[src/rtl/fdx_front_end_pkg.sv]
// Shared constants for the MIPS-I fetch/decode/execute front end: opcodes, functs,
// the NOP ALU operation and the architectural reset values.
package fdx_front_end_pkg;

    localparam logic [31:0] BASE_ADDR_DEF = 32'h80020000;
    localparam logic [31:0] MEM_DEPTH_DEF = 32'h00100000;
    localparam logic [31:0] R29_RESET     = BASE_ADDR_DEF + MEM_DEPTH_DEF;
    localparam logic [31:0] R31_RESET     = 32'hdeadbeef;

    localparam logic [5:0] NOP_OP   = 6'b100001;

    localparam logic [5:0] OP_RTYPE = 6'b000000;
    localparam logic [5:0] OP_J     = 6'b000010;
    localparam logic [5:0] OP_BEQ   = 6'b000100;
    localparam logic [5:0] OP_BNE   = 6'b000101;
    localparam logic [5:0] OP_ADDIU = 6'b001001;
    localparam logic [5:0] OP_SLTI  = 6'b001010;
    localparam logic [5:0] OP_SLTIU = 6'b001011;
    localparam logic [5:0] OP_ANDI  = 6'b001100;
    localparam logic [5:0] OP_ORI   = 6'b001101;
    localparam logic [5:0] OP_XORI  = 6'b001110;
    localparam logic [5:0] OP_LUI   = 6'b001111;
    localparam logic [5:0] OP_LW    = 6'b100011;
    localparam logic [5:0] OP_SW    = 6'b101011;

    localparam logic [5:0] F_SLL    = 6'b000000;
    localparam logic [5:0] F_SRL    = 6'b000010;
    localparam logic [5:0] F_SRA    = 6'b000011;
    localparam logic [5:0] F_JR     = 6'b001000;
    localparam logic [5:0] F_ADDU   = 6'b100001;
    localparam logic [5:0] F_SUBU   = 6'b100011;
    localparam logic [5:0] F_AND    = 6'b100100;
    localparam logic [5:0] F_OR     = 6'b100101;
    localparam logic [5:0] F_XOR    = 6'b100110;
    localparam logic [5:0] F_NOR    = 6'b100111;
    localparam logic [5:0] F_SLT    = 6'b101010;
    localparam logic [5:0] F_SLTU   = 6'b101011;

endpackage

[src/rtl/fdx_regfile.sv]
// 32x32 register file, r0 hardwired to zero, two combinational read ports.
// FDX_RF_WRITE_THROUGH_EN makes a same-cycle read of the written register return wb data.
module fdx_regfile
    import fdx_front_end_pkg::*;
#(
    parameter logic [31:0] SP_INIT = R29_RESET,
    parameter logic [31:0] RA_INIT = R31_RESET
) (
    input  logic        clock,
    input  logic        reset_n,
    input  logic [4:0]  ra_addr,
    input  logic [4:0]  rb_addr,
    output logic [31:0] ra_data,
    output logic [31:0] rb_data,
    input  logic        we,
    input  logic [4:0]  waddr,
    input  logic [31:0] wdata
);

    logic [31:0] regs_q [32];
    logic [31:0] regs_d [32];
    logic        wr_en;

    assign wr_en = we && (waddr != 5'd0);

    always_comb begin
        regs_d = regs_q;
        if (wr_en) regs_d[waddr] = wdata;
    end

    always_ff @(posedge clock or negedge reset_n) begin
        if (!reset_n) begin
            for (int i = 0; i < 32; i++) begin
                regs_q[i] <= (i == 29) ? SP_INIT : (i == 31) ? RA_INIT : 32'h0;
            end
        end else begin
            regs_q <= regs_d;
        end
    end

    // r0 is never written and resets to zero, so a plain array read is safe.
    always_comb begin
        ra_data = regs_q[ra_addr];
        rb_data = regs_q[rb_addr];
`ifdef FDX_RF_WRITE_THROUGH_EN
        if (wr_en && waddr == ra_addr) ra_data = wdata;
        if (wr_en && waddr == rb_addr) rb_data = wdata;
`endif
    end

endmodule

[src/rtl/fdx_front_end.sv]
// MIPS-I fetch/decode/execute front end: PC, register file, F/D decode and
// combinational D/X execute with bypass muxes and branch/jump resolution.
module fdx_front_end
    import fdx_front_end_pkg::*;
#(
    parameter logic [31:0] BASE_ADDR = BASE_ADDR_DEF,
    parameter logic [31:0] MEM_DEPTH = MEM_DEPTH_DEF
) (
    input  logic        clock,
    input  logic        reset_n,
    input  logic        stall,
    output logic [31:0] pc_out,
    output logic [31:0] i_address,
    output logic [1:0]  i_access_size,
    output logic        i_rw,
    output logic        i_mem_enable,
    input  logic [31:0] insn,
    output logic [31:0] rA,
    output logic [31:0] rB,
    output logic        br,
    output logic        jp,
    output logic        aluinb,
    output logic        dmwe,
    output logic        rwe,
    output logic        rdst,
    output logic        rwd,
    output logic [5:0]  aluop,
    input  logic [31:0] wb_data,
    input  logic [4:0]  wb_reg,
    input  logic        wb_we,
    input  logic [31:0] pc_dx,
    input  logic [31:0] insn_dx,
    input  logic [31:0] ra_dx,
    input  logic [31:0] rb_dx,
    input  logic        br_dx,
    input  logic        jp_dx,
    input  logic        aluinb_dx,
    input  logic [5:0]  aluop_dx,
    input  logic [31:0] mx_bypass,
    input  logic [31:0] wx_bypass,
    input  logic        do_mx_bypass,
    input  logic        do_wx_bypass,
    input  logic        do_mx_bypass_b,
    input  logic        do_wx_bypass_b,
    output logic [31:0] alu_out,
    output logic [31:0] rb_out,
    output logic [31:0] pc_effective,
    output logic        do_branch
);

    logic [31:0] pc_q, pc_d;
    logic [31:0] op_a, op_b, alu_b, imm_ext, pc_dx4;
    logic [5:0]  opc_dx;
    logic [4:0]  shamt;
    logic        unused_insn_bits;

    assign unused_insn_bits = ^insn[15:6];

    always_comb begin
        pc_d = pc_q + 32'd4;
        if (do_branch)  pc_d = pc_effective;
        else if (stall) pc_d = pc_q;
    end

    always_ff @(posedge clock or negedge reset_n) begin
        if (!reset_n) pc_q <= BASE_ADDR;
        else          pc_q <= pc_d;
    end

    assign pc_out        = pc_q;
    assign i_address     = pc_q;
    assign i_rw          = 1'b1;
    assign i_access_size = 2'b00;
    assign i_mem_enable  = reset_n;

    fdx_regfile #(
        .SP_INIT(BASE_ADDR + MEM_DEPTH),
        .RA_INIT(R31_RESET)
    ) u_regfile (
        .clock   (clock),
        .reset_n (reset_n),
        .ra_addr (insn[25:21]),
        .rb_addr (insn[20:16]),
        .ra_data (rA),
        .rb_data (rB),
        .we      (wb_we),
        .waddr   (wb_reg),
        .wdata   (wb_data)
    );

    // I-type ops reuse the funct code of their R-type equivalent as aluop.
    always_comb begin
        br = 1'b0; jp = 1'b0; aluinb = 1'b0; dmwe = 1'b0;
        rwe = 1'b0; rdst = 1'b0; rwd = 1'b0; aluop = NOP_OP;
        case (insn[31:26])
            OP_RTYPE: begin
                case (insn[5:0])
                    F_ADDU, F_SUBU, F_AND, F_OR, F_XOR, F_NOR,
                    F_SLT, F_SLTU, F_SLL, F_SRL, F_SRA: begin
                        aluop = insn[5:0]; rdst = 1'b1; rwe = 1'b1;
                    end
                    F_JR: begin
                        aluop = insn[5:0]; rdst = 1'b1; jp = 1'b1;
                    end
                    default: ;
                endcase
            end
            OP_ADDIU: begin aluop = F_ADDU; aluinb = 1'b1; rwe = 1'b1; end
            OP_ANDI:  begin aluop = F_AND;  aluinb = 1'b1; rwe = 1'b1; end
            OP_ORI:   begin aluop = F_OR;   aluinb = 1'b1; rwe = 1'b1; end
            OP_XORI:  begin aluop = F_XOR;  aluinb = 1'b1; rwe = 1'b1; end
            OP_SLTI:  begin aluop = F_SLT;  aluinb = 1'b1; rwe = 1'b1; end
            OP_SLTIU: begin aluop = F_SLTU; aluinb = 1'b1; rwe = 1'b1; end
            OP_LUI:   begin aluop = OP_LUI; aluinb = 1'b1; rwe = 1'b1; end
            OP_LW:    begin aluop = F_ADDU; aluinb = 1'b1; rwe = 1'b1; rwd = 1'b1; end
            OP_SW:    begin aluop = F_ADDU; aluinb = 1'b1; dmwe = 1'b1; end
            OP_BEQ, OP_BNE: begin aluop = F_SUBU; br = 1'b1; end
            OP_J:     jp = 1'b1;
            default: ;
        endcase
    end

    assign opc_dx = insn_dx[31:26];
    assign shamt  = insn_dx[10:6];
    assign pc_dx4 = pc_dx + 32'd4;
    assign op_a   = do_mx_bypass   ? mx_bypass : do_wx_bypass   ? wx_bypass : ra_dx;
    assign op_b   = do_mx_bypass_b ? mx_bypass : do_wx_bypass_b ? wx_bypass : rb_dx;
    assign rb_out = op_b;

    always_comb begin
        imm_ext = {{16{insn_dx[15]}}, insn_dx[15:0]};
        if (opc_dx == OP_ANDI || opc_dx == OP_ORI || opc_dx == OP_XORI)
            imm_ext = {16'h0, insn_dx[15:0]};
    end

    assign alu_b = aluinb_dx ? imm_ext : op_b;

    always_comb begin
        alu_out = 32'h0;
        case (aluop_dx)
            F_ADDU: alu_out = op_a + alu_b;
            F_SUBU: alu_out = op_a - alu_b;
            F_AND:  alu_out = op_a & alu_b;
            F_OR:   alu_out = op_a | alu_b;
            F_XOR:  alu_out = op_a ^ alu_b;
            F_NOR:  alu_out = ~(op_a | alu_b);
            F_SLT:  alu_out = {31'h0, $signed(op_a) < $signed(alu_b)};
            F_SLTU: alu_out = {31'h0, op_a < alu_b};
            F_SLL:  alu_out = op_b << shamt;
            F_SRL:  alu_out = op_b >> shamt;
            F_SRA:  alu_out = $unsigned($signed(op_b) >>> shamt);
            F_JR:   alu_out = op_a;
            OP_LUI: alu_out = {insn_dx[15:0], 16'h0};
            default: ;
        endcase
    end

    // Branch condition compares the bypassed register operands, never the immediate.
    always_comb begin
        pc_effective = pc_dx4 + {imm_ext[29:0], 2'b00};
        do_branch    = 1'b0;
        if (jp_dx) begin
            do_branch    = 1'b1;
            pc_effective = (opc_dx == OP_J) ? {pc_dx4[31:28], insn_dx[25:0], 2'b00} : op_a;
        end else if (br_dx) begin
            do_branch = (opc_dx == OP_BNE) ? (op_a != op_b) : (op_a == op_b);
        end
    end

endmodule

[config.mk]
export PLATFORM = sky130hd
export DESIGN_NAME = fdx_front_end
export DESIGN_NICKNAME = d
export VERILOG_FILES = /design/src/rtl/fdx_front_end_pkg.sv /design/src/rtl/fdx_regfile.sv /design/src/rtl/fdx_front_end.sv
export SDC_FILE = /design/constraint.sdc
export NUM_CORES = 2
export LEC_CHECK = 0
export BUFFER_PORTS_ARGS = -buffer_cell sky130_fd_sc_hd__buf_2
export CAP_MARGIN = 20
export CORE_ASPECT_RATIO = 1.75
export CORE_MARGIN = 2
export CORE_UTILIZATION = 45
export DETAILED_ROUTE_END_ITERATION = 10
export PLACE_DENSITY = 0.64
export REMOVE_ABC_BUFFERS = 1
export SLEW_MARGIN = 30
export SYNTH_ARGS = -nofsm -noshare
export SYNTH_HDL_FRONTEND = slang
export SYNTH_HIERARCHICAL = 1
export SYNTH_SLANG_ARGS = --single-unit
[constraint.sdc]
create_clock -name clock -period 7.45 [get_ports clock]
set_clock_uncertainty 0.1 [all_clocks]
set_input_delay 0 -clock clock [delete_from_list [all_inputs] [get_ports clock]]
set_output_delay 0 -clock clock [all_outputs]
set_load 0.02 [all_outputs]
=== Yosys cells after proc, flatten, opt, wreduce, memory -nomap -nowiden ===
Cells that the tools add are included.

* Flip-flop bits (word level): 1056
* Input bits: 278
* Output and inout bits: 242
* Logic and storage cells: 145

* Add/subtract/negate cells: 5
* Order comparisons: 6
* Equal/unequal tests: 43
* Shift operators: 3
* Muxes and demuxes: 35
* Bitwise gates (word level): 7
* Reduce and logical (&&, ||, !) cells: 13

{| class="wikitable"
|+ Operator list
! kind !! number
|-
| 1024-bit bitwise mux || 1
|-
| 32-bit 2-to-1 mux || 15
|-
| 32-bit case mux with 13 select lines || 1
|-
| 32-bit binary-select mux with 5-bit select || 2
|-
| 32-bit demux with 5-bit select || 1
|-
| 6-bit == test, second input constant || 18
|-
| 6-bit by 4-bit == test with 1-bit output, second input constant || 13
|-
| 32-bit by 3-bit adder with 32-bit output, second input constant || 2
|-
| 32-bit adder || 2
|-
| 32-bit less-than comparator || 2
|-
| 6-bit case mux with 8 select lines || 1
|-
| 6-bit by 2-bit == test with 1-bit output, second input constant || 6
|-
| 32-bit bitwise AND || 1
|-
| 32-bit == test || 1
|-
| 32-bit != test || 1
|-
| 32-bit NOT || 1
|-
| 32-bit bitwise OR || 1
|-
| 32-bit by 5-bit << shifter with 32-bit output || 1
|-
| 32-bit by 5-bit right shift with 32-bit output || 1
|-
| 32-bit by 5-bit >>> shifter with 32-bit output || 1
|-
| 32-bit subtractor || 1
|-
| 32-bit bitwise XOR || 1
|-
| 6-bit by 3-bit == test with 1-bit output, second input constant || 3
|-
| 6-bit >= comparator, second input constant || 3
|-
| 15 further kinds || 32
|}

=== Longest topological paths before layout ===
* Depth after elaboration: 8
* Mapped depth: 19
* Mapped depth without buffers: 16

=== Cells and area by module ===
The synthesis kept the hierarchy.

{| class="wikitable"
|+ Modules (own cells, without submodules)
! module !! times used !! cells an instance !! area each (sq um) !! seq. area each (sq um)
|-
| fdx_regfile || 1 || 4601 || 55976.2 || 25658.4
|-
| fdx_front_end || 1 || 2270 || 16787.4 || 803.3
|}

=== Worst setup path before layout ===
Ideal clock, no wire load.

* Path kind: input to output
* From: in insn_dx[6]
* To: out alu_out[29]
* Data arrival time: 3.965 ns
* Required time: 7.350 ns
* Slack: 3.385 ns
* Stages on the path: 17
* Buffers on the path: 5
* Cell sequence: buf_2 -> buf_2 -> buf_4 -> buf_2 -> clkbuf_1 -> nand2_1 -> o21a_1 -> ha_1 -> inv_1 -> a311oi_1 -> a211oi_1 -> a211o_1 -> a2111oi_0 -> o41a_1 -> o311ai_1 -> xnor2_1 -> o211ai_1

* Cells in the longest elaborated chain, start to end: 4
* Elaborated cells on any way between the ends: 8
* Classes of those cells: 2 x add/sub; 3 x shift; 3 x mux

{| class="wikitable"
|+ Ends and longest elaborated chain
! what !! line !! text
|-
| from (decl) || fdx_front_end.sv:32 || <nowiki>input logic [31:0] insn_dx,</nowiki>
|-
| 32-bit 2-to-1 mux || fdx_front_end.sv:132 || <nowiki>if (opc_dx == OP_ANDI || opc_dx == OP_ORI || opc_dx == OP_XORI)</nowiki>
|-
| 32-bit 2-to-1 mux || fdx_front_end.sv:136 || <nowiki>assign alu_b = aluinb_dx ? imm_ext : op_b;</nowiki>
|-
| 32-bit subtractor or 32-bit adder (tied branches) || fdx_front_end.sv:142, fdx_front_end.sv:141 ||
|-
| 32-bit case mux with 13 select lines * || fdx_front_end.sv:140 || <nowiki>case (aluop_dx)</nowiki>
|-
| to (decl) || fdx_front_end.sv:45 || <nowiki>output logic [31:0] alu_out,</nowiki>
|}

Every way passes the cells marked *; elsewhere a longest branch is shown, timed or not.

=== Worst setup path in the final report ===
* From: in do_mx_bypass_b
* To: out alu_out[24]

* Cells in the longest elaborated chain, start to end: 5
* Elaborated cells on any way between the ends: 12
* Classes of those cells: 2 x add/sub; 3 x shift; 3 x mux; 4 x bitwise

{| class="wikitable"
|+ Ends and longest elaborated chain
! what !! line !! text
|-
| from (decl) || fdx_front_end.sv:43 || <nowiki>input logic do_mx_bypass_b,</nowiki>
|-
| 32-bit 2-to-1 mux * || fdx_front_end.sv:127 || <nowiki>assign op_b = do_mx_bypass_b ? mx_bypass : do_wx_bypass_b ? wx_bypass : rb_dx;</nowiki>
|-
| parallel branches: the longest is 3 deep, another holds 32-bit subtractor || n/a ||
|-
| 32-bit case mux with 13 select lines * || fdx_front_end.sv:140 ||
|}

Every way passes the cells marked *.

==> summary.md <==
| Metric | Value |
|---|---|
| Mux cell area share after synthesis | 0.346 |
| Unrepaired setup endpoints after global routing | no |
| Post-DRT Antenna Nets | 0 |
| Top FF cell, synth | dfrtp_1 |
| Synth Instances | 6871 |
| Clock buffer depth | 3 |
| Pins Over Slew Limit | 0 |
| DP Wirelength | 186000 µm |
| Port Buffers | 505 |
| Crit path buffers/inverters | 6 |
| Row count | 195 |
| CTS Buf Count | 101 |
| Via/cell ratio | 6.43 |
| Clock sinks | 1056 |
| Number of I/O pins | 520 |
| Complex-gate fraction of the synthesized area | 0.113 |
| Hold Vio Cnt, Final | 0 |
| Clk_lat worst skew | 0.72 ns |
| Cell Area, Synth | 72800 µm² |
| TritonCTS clock tree | built |
| Cell count of the worst reg-to-reg path | 10 |
| Hold Crit Class | primary input to flip-flop |
| Number of global-route vias before repair | 60100 |
| Full die area | 165000 µm² |
| Crit Path Max Fanout | 25 |
| Avg Cell Area, Syn | 10.6 µm² |
| First-pass GRT wire length | 411000 µm |
| Setup TNS | 0 ns |
| Overflow after GRT | 0 |
| CP required | 7.35 ns |
| CP peak stage delay | 0.75 ns |
| Outcome | finished clean |
| CP delay by family, top | compound AO/OA/AOI/OAI gates |
| Final Setup Violations | 0 |
| Largest net degree at the start of global routing | 175 |
| Routed wire length | 290000 µm |
| FF+latch count, synth | 1056 |
| Via count | 59200 |
| Die Y-Extent | 536 µm |
| Clock root cell | clkbuf_16 |
| CTS clk-pin slew, worst paths | 0.07 ns |
| Crit share post-route | 0.813 |
| Worst Min Path Start | wb_reg[2] |
| Initial antenna violation count | 31 |
| Placer Congestion | 1.04 |
| Worst-path cell chain | buf_2 -> buf_4 -> clkinv_4 -> mux2i_1 -> o21a_1 -> inv_1 -> fa_1 -> a21o_1 -> a2111oi_0 -> o21bai_1 -> o21ai_0 -> o31ai_1 -> buf_4 -> a221oi_1 -> mux2i_1 -> mux2i_1 -> o21ai_0 -> buf_2 |
| Worst VDD drop | 203 µV |
| Slowest-stage cell, CP | o21ai_0 |
| Slew HR | 0.262 |
| Min-Delay Endpoint | u_regfile/regs_q[428] |
| Xor-xnor portion of the synthesized cell area | 0.0207 |
| Post-CTS setup buffer count | 0 |
| Reg2reg start | i_address[2] |
| Most used cell, CP | mux2i_1 |
| Area Overhead vs Synth | 10.2% |
| Number of gates resized after cts | 0 |
| Core area | 161000 µm² |
| Global-route usage over all layers | 0.341 |
| Fmax | 165 MHz |
| Layout cells sized above 1 | 0.290 |
| Largest family of logic cells by synthesized area | multiplexers |
| Max_cap viols | 0 |
| Synth cell types | 102 |
| FF-to-FF setup slack | 3.88 ns |
| EDFF count, synth | 0 |
| Leak Pwr | 0.0375 µW |
| CP endpoint kind | output port |
| Simple-gate share of the synthesized area | 0.0764 |
| CP arrival | 5.96 ns |
| Sequential fraction of the synthesis area | 0.364 |
| Die width | 308 µm |
| Kind of critical path | primary input to output port |
| Minimum clock period | 6.06 ns |
| Critical path launch point type | primary input |
| Adder-cell share of the synthesized area | 0.0240 |
| Async S/R FF share, synth | 1.00 |
| Initial drt markers | 4516 |
| Starting Density | 0.452 |
| CTS H-tree lvls | 3 |
| RR Endpoint | i_address[30] |
| DRC violations left | 0 |
| Final #Nets | 7448 |
| P per Cell Area | 232 nW/µm² |
| Wire per inst | 31.5 µm |
| Worst-Margin Slew | 1.11 ns |
| Synthesis warning total | 6 |
| Final Core Density | 0.498 |
| Hold path cells | 4 |
| Drt first pass iters | 6 |
logic make-up (layout without fill, tap and decap cells):
kind of cell / after synthesis / after routing
mux: 2288 / 2288
compound gates: 1236 / 1236
simple gates: 1168 / 1168
flops: 1056 / 1056
buf+inv: 811 / 1057
xor+xnor: 172 / 172
fa+ha+maj: 138 / 138
other cells: 2 / 22
power by group:
part           switching, µW  leakage (µW)  internal [µW]
clock network           2400       0.00172           3060
registers                866        0.0134           6860
logic                   3030        0.0223           2390
total                   6290        0.0375          12300
cell type report:
| type | instances | area, µm² |
|---|---|---|
| multi-input cells | 5006 | 42400 |
| inverters | 146 | 553 |
| repair buffers | 721 | 4600 |
| clock inverters | 35 | 423 |
| fillers | 14700 | 80900 |
| well taps | 2068 | 2590 |
| clock buffers | 155 | 3060 |
| diodes | 18 | 45.0 |
| flip-flops and latches | 1056 | 26500 |
registers in the layout, summed over array words and instances, names as in the netlist:
signal / flops
u_regfile/regs_q: 1024
i_address: 32
tightest hold or removal path, cell delays in order:
cell,delay (ns)
buf_2,0.16
nor3b_2,0.11
nand2_2,0.33
mux2_2,0.23
cell usage in the layout, fill, tap and decap left out, types with 38 or more instances in the layout:
master	netlist	routed
inv_1	145	145
a22oi_1	208	208
mux4_2	47	47
o21ai_0	142	135
ha_1	135	135
a22o_1	132	132
xor2_1	40	40
dlygate4sd3_1	0	55
mux2i_1	1135	1134
xnor2_1	132	132
mux2_2	988	988
nor3_1	106	104
o211ai_1	38	38
dfrtp_1	1027	1027
a31oi_1	88	87
a21oi_1	343	343
nand2_1	401	384
buf_4	104	142
nor2_1	199	193
nand3_1	246	246
mux2_1	53	53
buf_2	127	499
clkbuf_16	0	102
repair_timing:
| action | in CTS | in global routing |
|---|---|---|
| hold buffers | 55 | 1 |
| endpoints found under the hold margin | 1521 | 1 |
| setup endpoints to repair | 0 | 0 |
synthesized netlist by cell type (all sizes together) (7+ instances only):
master / count / share of area
xor2: 40 / 0.0048
mux4: 47 / 0.015
buf: 342 / 0.032
a211o: 7 / 0.00084
or3: 8 / 0.00069
nor4: 19 / 0.0016
dfstp: 29 / 0.010
o22ai: 31 / 0.0027
nor3b: 10 / 0.0012
nor2b: 23 / 0.0020
o211ai: 38 / 0.0039
and2: 17 / 0.0015
o21bai: 11 / 0.0011
dfrtp: 1027 / 0.35
a211oi: 34 / 0.0035
ha: 135 / 0.023
mux2i: 1163 / 0.16
a221oi: 13 / 0.0016
and3: 28 / 0.0024
a22o: 132 / 0.016
mux2: 1078 / 0.17
or2: 13 / 0.0011
o21a: 34 / 0.0036
clkbuf: 323 / 0.017
nand2b: 28 / 0.0024
a2111oi: 9 / 0.0011
nand3b: 7 / 0.00072
and4: 7 / 0.00084
nand4: 23 / 0.0021
nand2: 401 / 0.021
a21o: 30 / 0.0031
a21oi: 352 / 0.025
a22oi: 208 / 0.021
nand3: 246 / 0.017
o31ai: 18 / 0.0019
xnor2: 132 / 0.016
nor3: 107 / 0.0074
o21ai: 155 / 0.011
nor2: 215 / 0.013
inv: 145 / 0.0075
a31oi: 88 / 0.0076
metal layers:
metal | global-route usage | up-vias | wire [µm]
li1 | - | 25500 | -
met1 | 0.354 | 29900 | 100000
met2 | 0.579 | 2699 | 141000
met3 | 0.0740 | 1051 | 19900
met4 | 0.302 | 24 | 29000
met5 | 0 | - | 171
stage by stage:
stage	hold slack, ns	std cells	area [µm²]	power (µW)	setup WS [ns]
floorplan	-0.396	6208	69300	11000	2.33
global placement	-0.124	8938	75900	12900	1.81
detailed placement	-0.129	8938	75900	13100	1.79
CTS	0.00441	9183	80000	18600	1.77
global route	0.0516	9195	80100	19400	1.28
finish	0.0400	9205	80200	18600	1.39
worst max-delay path by stage:
stage,cells after the start,to,from,slack [ns]
after floorplan,4,rA[0],insn[23],2.33
after global placement,18,alu_out[24],do_mx_bypass_b,1.81
after detailed placement,18,alu_out[24],do_mx_bypass_b,1.79
after CTS,18,alu_out[24],do_mx_bypass_b,1.77
after global routing,18,alu_out[24],do_mx_bypass_b,1.28
final,18,alu_out[24],do_mx_bypass_b,1.39
No activity file was read; power rests on OpenSTA's default activity.
